`src/rtl/uart_rx.sv`:
```
// 8N1 UART receiver: synchronizes the rx line, recovers framing by mid-bit sampling,
// and presents each good byte with a one-cycle rx_valid strobe.
module uart_rx #(
    parameter int unsigned CLK_FREQ  = 50_000_000,
    parameter int unsigned BAUD_RATE = 115200
) (
    input  logic       clk,
    input  logic       reset,
    input  logic       rx,
    output logic [7:0] rx_data,
    output logic       rx_valid,
    output logic       rx_busy,
    output logic       frame_err
);

    localparam int unsigned CLKS_PER_BIT = CLK_FREQ / BAUD_RATE;
    localparam int unsigned CNT_W        = $clog2(CLKS_PER_BIT);
    localparam int unsigned IDX_W        = 3;

    localparam logic [CNT_W-1:0] CNT_FULL = CNT_W'(CLKS_PER_BIT - 1);
    localparam logic [CNT_W-1:0] CNT_HALF = CNT_W'(CLKS_PER_BIT / 2 - 1);
    localparam logic [IDX_W-1:0] IDX_LAST = IDX_W'(7);

    typedef enum logic [2:0] {
        IDLE,
        START,
        DATA,
        STOP,
        BREAK
    } state_t;

    state_t           state;
    logic [1:0]       sync;
    logic             rx_s;
    logic [CNT_W-1:0] clk_cnt;
    logic [IDX_W-1:0] idx;
    logic [7:0]       shift;

    assign rx_s = sync[1];

    // Two-flop synchronizer; resets to the idle (high) line level.
    always_ff @(posedge clk or posedge reset) begin
        if (reset) begin
            sync <= 2'b11;
        end else begin
            sync <= {sync[0], rx};
        end
    end

    // Framing FSM; rx_busy is registered alongside the state it describes.
    always_ff @(posedge clk or posedge reset) begin
        if (reset) begin
            state     <= IDLE;
            clk_cnt   <= '0;
            idx       <= '0;
            shift     <= 8'h00;
            rx_data   <= 8'h00;
            rx_valid  <= 1'b0;
            rx_busy   <= 1'b0;
            frame_err <= 1'b0;
        end else begin
            rx_valid  <= 1'b0;
            frame_err <= 1'b0;
            case (state)
                IDLE: begin
                    clk_cnt <= '0;
                    rx_busy <= 1'b0;
                    if (!rx_s) begin
                        state   <= START;
                        rx_busy <= 1'b1;
                    end
                end
                START: begin
                    if (clk_cnt == CNT_HALF) begin
                        clk_cnt <= '0;
                        idx     <= '0;
                        if (!rx_s) begin
                            state <= DATA;
                        end else begin
                            state   <= IDLE;
                            rx_busy <= 1'b0;
                        end
                    end else begin
                        clk_cnt <= clk_cnt + CNT_W'(1);
                    end
                end
                DATA: begin
                    if (clk_cnt == CNT_FULL) begin
                        clk_cnt    <= '0;
                        shift[idx] <= rx_s;
                        if (idx == IDX_LAST) begin
                            state <= STOP;
                        end else begin
                            idx <= idx + IDX_W'(1);
                        end
                    end else begin
                        clk_cnt <= clk_cnt + CNT_W'(1);
                    end
                end
                STOP: begin
                    if (clk_cnt == CNT_FULL) begin
                        clk_cnt <= '0;
                        if (rx_s) begin
                            rx_data  <= shift;
                            rx_valid <= 1'b1;
                            rx_busy  <= 1'b0;
                            state    <= IDLE;
                        end else begin
                            frame_err <= 1'b1;
                            state     <= BREAK;
                        end
                    end else begin
                        clk_cnt <= clk_cnt + CNT_W'(1);
                    end
                end
                BREAK: begin
                    // A held-low line reports one error, then waits for idle.
                    if (rx_s) begin
                        state   <= IDLE;
                        rx_busy <= 1'b0;
                    end
                end
                default: begin
                    state   <= IDLE;
                    rx_busy <= 1'b0;
                end
            endcase
        end
    end

endmodule
```
`config.mk`:
```
export PLATFORM = sky130hd
export DESIGN_NAME = uart_rx
export DESIGN_NICKNAME = d
export VERILOG_FILES = /design/src/rtl/uart_rx.sv
export SDC_FILE = /design/constraint.sdc
export NUM_CORES = 1
export LEC_CHECK = 0
export CAP_MARGIN = 15
export CORE_ASPECT_RATIO = 0.8
export CORE_MARGIN = 2
export CORE_UTILIZATION = 54
export CTS_BUF_LIST = sky130_fd_sc_hd__clkbuf_4 sky130_fd_sc_hd__clkbuf_8
export DETAILED_ROUTE_END_ITERATION = 12
export PLACE_DENSITY = 0.89
export SLEW_MARGIN = 20
export SYNTH_ARGS = -nofsm -noshare
export SYNTH_HDL_FRONTEND = slang
export SYNTH_SLANG_ARGS = --single-unit
export TNS_END_PERCENT = 20
```
`constraint.sdc`:
```
create_clock -name clk -period 1.65 [get_ports clk]
set_input_delay 0.33 -clock clk [delete_from_list [all_inputs] [get_ports clk]]
set_output_delay 0.33 -clock clk [all_outputs]
set_load 0.02 [all_outputs]
```
* After elaboration in Yosys (flattened, before gate mapping)
Cells that the tools add are included.
** Word-level totals
- Register bits after elaboration :: 36
- Bits in latches :: 0
- Memory bits (writable) :: 0
- Memory bits (read-only) :: 0
- Bits of input ports :: 3
- Output and inout port bits :: 11
- Word-level logic and storage cells :: 67
- Memories kept :: 0
** Operators by class
- $add $sub $neg :: 2
- Multipliers :: 0
- Divide/modulo/power cells :: 0
- $lt $le $gt $ge :: 2
- Equal/unequal tests :: 14
- Shifts and indexed selects :: 0
- Mux-type cells :: 29
- Bitwise logic cells :: 1
- Reduce and logical (&&, ||, !) cells :: 10
** Operators with widths (number)
- 3-bit 2-to-1 mux :: 10
- 9-bit one-hot mux with 3 select lines :: 1
- 9-bit 2-to-1 mux :: 2
- 3-bit one-hot mux with 5 select lines :: 1
- 2-bit != test, second input constant :: 7
- 1-bit 2-to-1 mux :: 10
- 9-bit by 1-bit adder with 9-bit output, second input constant :: 1
- 9-bit by 8-bit equality test with 1-bit output, second input constant :: 1
- 9-bit equality test, second input constant :: 1
- 8-bit bitwise mux :: 1
- 3-bit by 2-bit equality test with 1-bit output, second input constant :: 2
- 3-bit equality test, second input constant :: 2
- 3-bit one-hot mux with 2 select lines :: 1
- 3-bit AND reduction :: 2
- 6-bit AND reduction :: 1
- 1-bit one-hot mux with 5 select lines :: 1
- 3-bit by 4-bit less-than comparator with 1-bit output, second input constant :: 1
- 4-bit AND reduction :: 1
- 3-bit by 1-bit adder with 3-bit output, second input constant :: 1
- 1-bit demux with 3-bit select :: 1
- 3-bit by 1-bit equality test with 1-bit output, second input constant :: 1
- 3-bit by 1-bit >= comparator with 1-bit output, second input constant :: 1
- 3-bit zero test :: 1
- 3-bit nonzero test :: 1
- other kinds (6) :: 6

* Logic depth before layout (Yosys ltp)
- Depth in word-level cells :: 5
- Depth in mapped cells :: 6
- Depth with buffers taken out :: 6

* Least setup slack after synthesis
Ideal clock, no wire load.
- Path type :: reg2reg
- From :: register state[0]
- To :: register shift[0]
- Library setup time :: 0.125 ns
- Arrival time :: 1.657 ns
- Data required time :: 1.525 ns
- Path slack :: -0.131 ns
- Stages on the path, launching flop included :: 6
- Buffers on the path :: 1
- Clock period less this slack :: 1.781 ns
- Path through :: dfrtp_1 > buf_6 > or3b_1 > or3_1 > nor3_1 > mux2_2
** Between the ends
- Cells in the longest elaborated chain, start to end :: 2
** RTL lines
- from (decl) :: RTL line 32 : state_t state;
- from (signal assigned) :: RTL line 53 : state <= IDLE;
- from (signal assigned) :: RTL line 69 : state <= START;
- from (signal assigned) :: RTL line 78 : state <= DATA;
- 3-bit by 2-bit equality test with 1-bit output :: RTL line 64 : case (state)
- 2-bit AND reduction (no source line)
- to (signal, indexed assignment) :: RTL line 90 : shift[idx] <= rx_s;
- to (decl) :: RTL line 37 : logic [7:0] shift;
No other way between the ends.
A chain may end at the register's enable or synchronous reset.

* Worst setup path after layout
- From :: register clk_cnt[0]
- To :: register state[0]
** Between the ends
- Cells in the longest elaborated chain, start to end :: 3
- Elaborated cells on any way between the ends :: 6
- Those cells by class :: eq/ne (5); reduce/logical (1)
** RTL lines
- from (decl) :: RTL line 35 : logic [CNT_W-1:0] clk_cnt;
- from (signal assigned) :: RTL line 84 : clk_cnt <= clk_cnt + CNT_W'(1);
- from (signal assigned) :: RTL line 97 : clk_cnt <= clk_cnt + CNT_W'(1);
- from (signal assigned) :: RTL line 113 : clk_cnt <= clk_cnt + CNT_W'(1);
- 9-bit equality test or 9-bit by 8-bit equality test with 1-bit output (tied branches) :: RTL line 88, 101, 74
- 2-bit != test (no source line)
- 6-bit AND reduction (no source line) (*)
- to (signal assigned) :: RTL line 92 : state <= STOP;
- to (signal assigned) :: RTL line 107 : state <= IDLE;
- to (signal assigned) :: RTL line 110 : state <= BREAK;
Every way passes the cells marked *; elsewhere a longest branch is shown, timed or not.

==> impl_metrics.csv <==
group,metric,value,unit
status,status,"finished with violations",
status,violations,"negative setup slack",
yosys,synth_seq_area_share,51.9,%
sta,maxSlewViolCount,0,
clocking,clkLatencyLatePin,0.30,ns
sta,finalCriticalPeriod,1.85,ns
sta,finalClockSkew,0.0135,ns
yosys,synth_cells,153,
sta,rsz0062_at_grt,"yes",
layout,antenna_cells,0,
clocking,clockRootBuffer,"clkbuf_8",
yosys,synth_compound_gate_area_share,8.63,%
layout,fin_cells,247,
global_route,met1_usage,34.8,%
layout,final_area,2550,um2
layout,final_common_cell,"dfrtp_1",
sta,hold_viol,0,
power,p_leak,1.18,nW
yosys,synthArstFlopShare,100,%
yosys,synth_seq_cells,36,
setup_path,crit_path_top_delay_cell,"dfrtp_1",
setup_path,r2r-start,"clk_cnt[0]",
yosys,yosysWarnings,0,
global_route,use_met2,46.9,%
setup_path,cp_data_required_time,1.82,ns
placement,pre_cts_ws,-0.175,ns
layout,final_util,82.5,%
yosys,synth_edf_count,0,
global_route,grt_pass1_wl,7380,um
setup_path,path_cells,"inv_1 > ha_4 > nor4b_4 > nand2_2 > a22o_4 > mux2_2",
worst_hold_path,hp-start,"sync[0]",
worst_hold_path,hold_path.class,"flop to flop",
global_route,met3_usage,7.82,%
setup_path,crit_path_start_kind,"flop",
yosys,synth_cell_types,37,
yosys,syn_area,1740,um2
detailed_routing,dr.pass1.iters,5,
yosys,synth_largest_area_cell,"dfrtp_1",
die,ios,14,
global_route,track_usage,28.4,%
global_route,grt_start_max_net_pins,37,
layout,syn2layout_area_growth,46.4,%
yosys,synth_adder_area_share,4.17,%
placement,port_buffers,13,
detailed_routing,post-route-drc-count,0,
sta,finalCritPeriodShare,112,%
global_route,antenna_found_initial,0,
die,coreArea,3090,um2
clocking,cts_tree,"done",
detailed_routing,num_vias,1580,
die,start_util,56.4,%
setup_path,worst-path-buf-inv,1,
global_route,busiest_layer,"met2",
job,drv_cap,0,
yosys,synthXorXnorAreaFrac,1.51,%
yosys,synth.avg_cell_area,11.4,um2
yosys,ys.flop_type,"dfrtp_1",
yosys,synthSimpleGateAreaFrac,19.6,%
yosys,synth_top_area_share,48.9,%
setup_path,crit_path_end_kind,"flop",
sta,slew_headroom,75.3,%
die,dieWidth,67.5,um
setup_path,cp_top_family,"simple AND/OR/NAND/NOR gates",
yosys,synth_area_leaders,"dfrtp_1 49%, mux2_2 12%, ha_1 3.6%",
power,vdd_ir_drop_max,0.738,mV
sta,tightest_slew,0.367,ns
detailed_routing,drt_first_iter_violations,133,
yosys,synth_top_family_by_area,"simple AND/OR/NAND/NOR gates",
power,total_power,1.70,mW
detailed_routing,wl,5460,um
layout,mostFrequentLayoutCells,"34 x dfrtp_1, 28 x buf_4, 11 x mux2_4",
die,dieArea,3690,um2
yosys,synth_nets,161,
power,power-per-cell-area,668,nW/um2
layout,nNetsFinal,214,
clocking,clk_path_buf_depth,2,
yosys,synth_mux_area_share,11.7,%
setup_path,arrival,2.02,ns
setup_path,cp_max_fo,4,
placement,gp_congestion,0.857,
clocking,clkTransAtPathRegs,0.07,ns
detailed_routing,wire_per_inst,22.1,um
placement,place_area,2150,um2
detailed_routing,drtAntennaViolNets,0,
setup_path,worstSetupPathType,"flop to flop",
setup_path,critPathLaunch,"clk_cnt[0]",
sta,setup_slack,-0.203,ns
layout,multi_input_area,988,um2
die,die_y,54.8,um
global_route,grt_pass1_vias,1514,
die,rows,18,
layout,fillers,144,
clocking,clkSinkCount,36,
placement,hpwl,2760,um
placement,dp.cells,231,
detailed_routing,viasPerCell,6.40,
clocking,cts_buffers,5,
clocking,cts_max_level,2,
layout,seqCellArea,903,um2
global_route,overflow,0,
setup_path,critPathMaxStageDelay,0.43,ns
sta,setup_viol,28,
sta,fmax,540,MHz
layout,drive_above_1_share,44.9,%
-- cell usage after synthesis, types with 2 or more instances --
cell type,number
a211oi_1,2
a21oi_1,8
a22o_1,7
and4b_1,2
clkbuf_1,2
dfrtp_1,34
dfstp_2,2
ha_1,5
inv_1,5
mux2_2,18
nand2_1,10
nand2b_1,2
nand3_1,6
nor2_1,10
nor3_1,10
nor4_1,2
o21ai_0,4
or3_1,4
xnor2_1,2
-- timing repair --
item	in CTS	in global routing
gates resized for setup	23	31
setup endpoints to repair	25	35
hold buffers	0	0
buffers inserted	6	2
pin swaps	3	13
gates cloned	1	0
-- per-stage QoR --
stage | hold WS, ns | TNS [ns]
final | 0.349 | -3.44
after CTS | 0.352 | -3.11
after global routing | 0.361 | -5.10
after global placement | 0.348 | -0.793
after detailed placement | 0.349 | -2.52
after floorplan | 0.334 | -0.946
-- cells by family after synthesis --
logic type	Yosys count
flip-flops	36
AND/OR/NAND/NOR	58
XOR/XNOR	3
AO/OA/AOI/OAI	23
buffers and inverters	9
adder cells (fa/ha/maj)	6
multiplexers	18
-- final cells by class --
type | instances | share of cell area (%)
clock inverters | 2 | 1.38
well taps | 40 | 1.97
multi-input cells | 108 | 38.8
clock buffers | 6 | 3.00
inverters | 5 | 0.737
repair buffers | 50 | 18.6
flip-flops and latches | 36 | 35.5
-- metal layers --
layer / routed length (um) / part of all wire (%)
met1: 2070 / 38
met2: 2560 / 47
met3: 502 / 9.2
met4: 330 / 6.0
met5: 0 / 0
-- registers in the layout (all words and copies together) (netlist names) --
name / count
clk_cnt: 9
rx_data: 8
shift: 8
idx: 3
state: 3
sync: 2
frame_err: 1
rx_busy: 1
rx_valid: 1
-- final timing paths --
check	end	cells after the start	slack [ns]
worst max-delay path	state[0]	6	-0.20
worst min-delay path	sync[1]	0	0.35
worst max register to register	state[0]	6	-0.20
worst min register to register	sync[1]	0	0.35
max in group asynchronous	sync[0]	3	1.01
min in group asynchronous	shift[7]	3	0.38
-- report_power, final --
part / internal, mW / switching [mW] / total [mW]
Sequential: 0.887 / 0.00126 / 0.888
Clock: 0.465 / 0.312 / 0.777
Combinational: 0.0118 / 0.0246 / 0.0364
No activity file was read; power rests on OpenSTA's default activity.
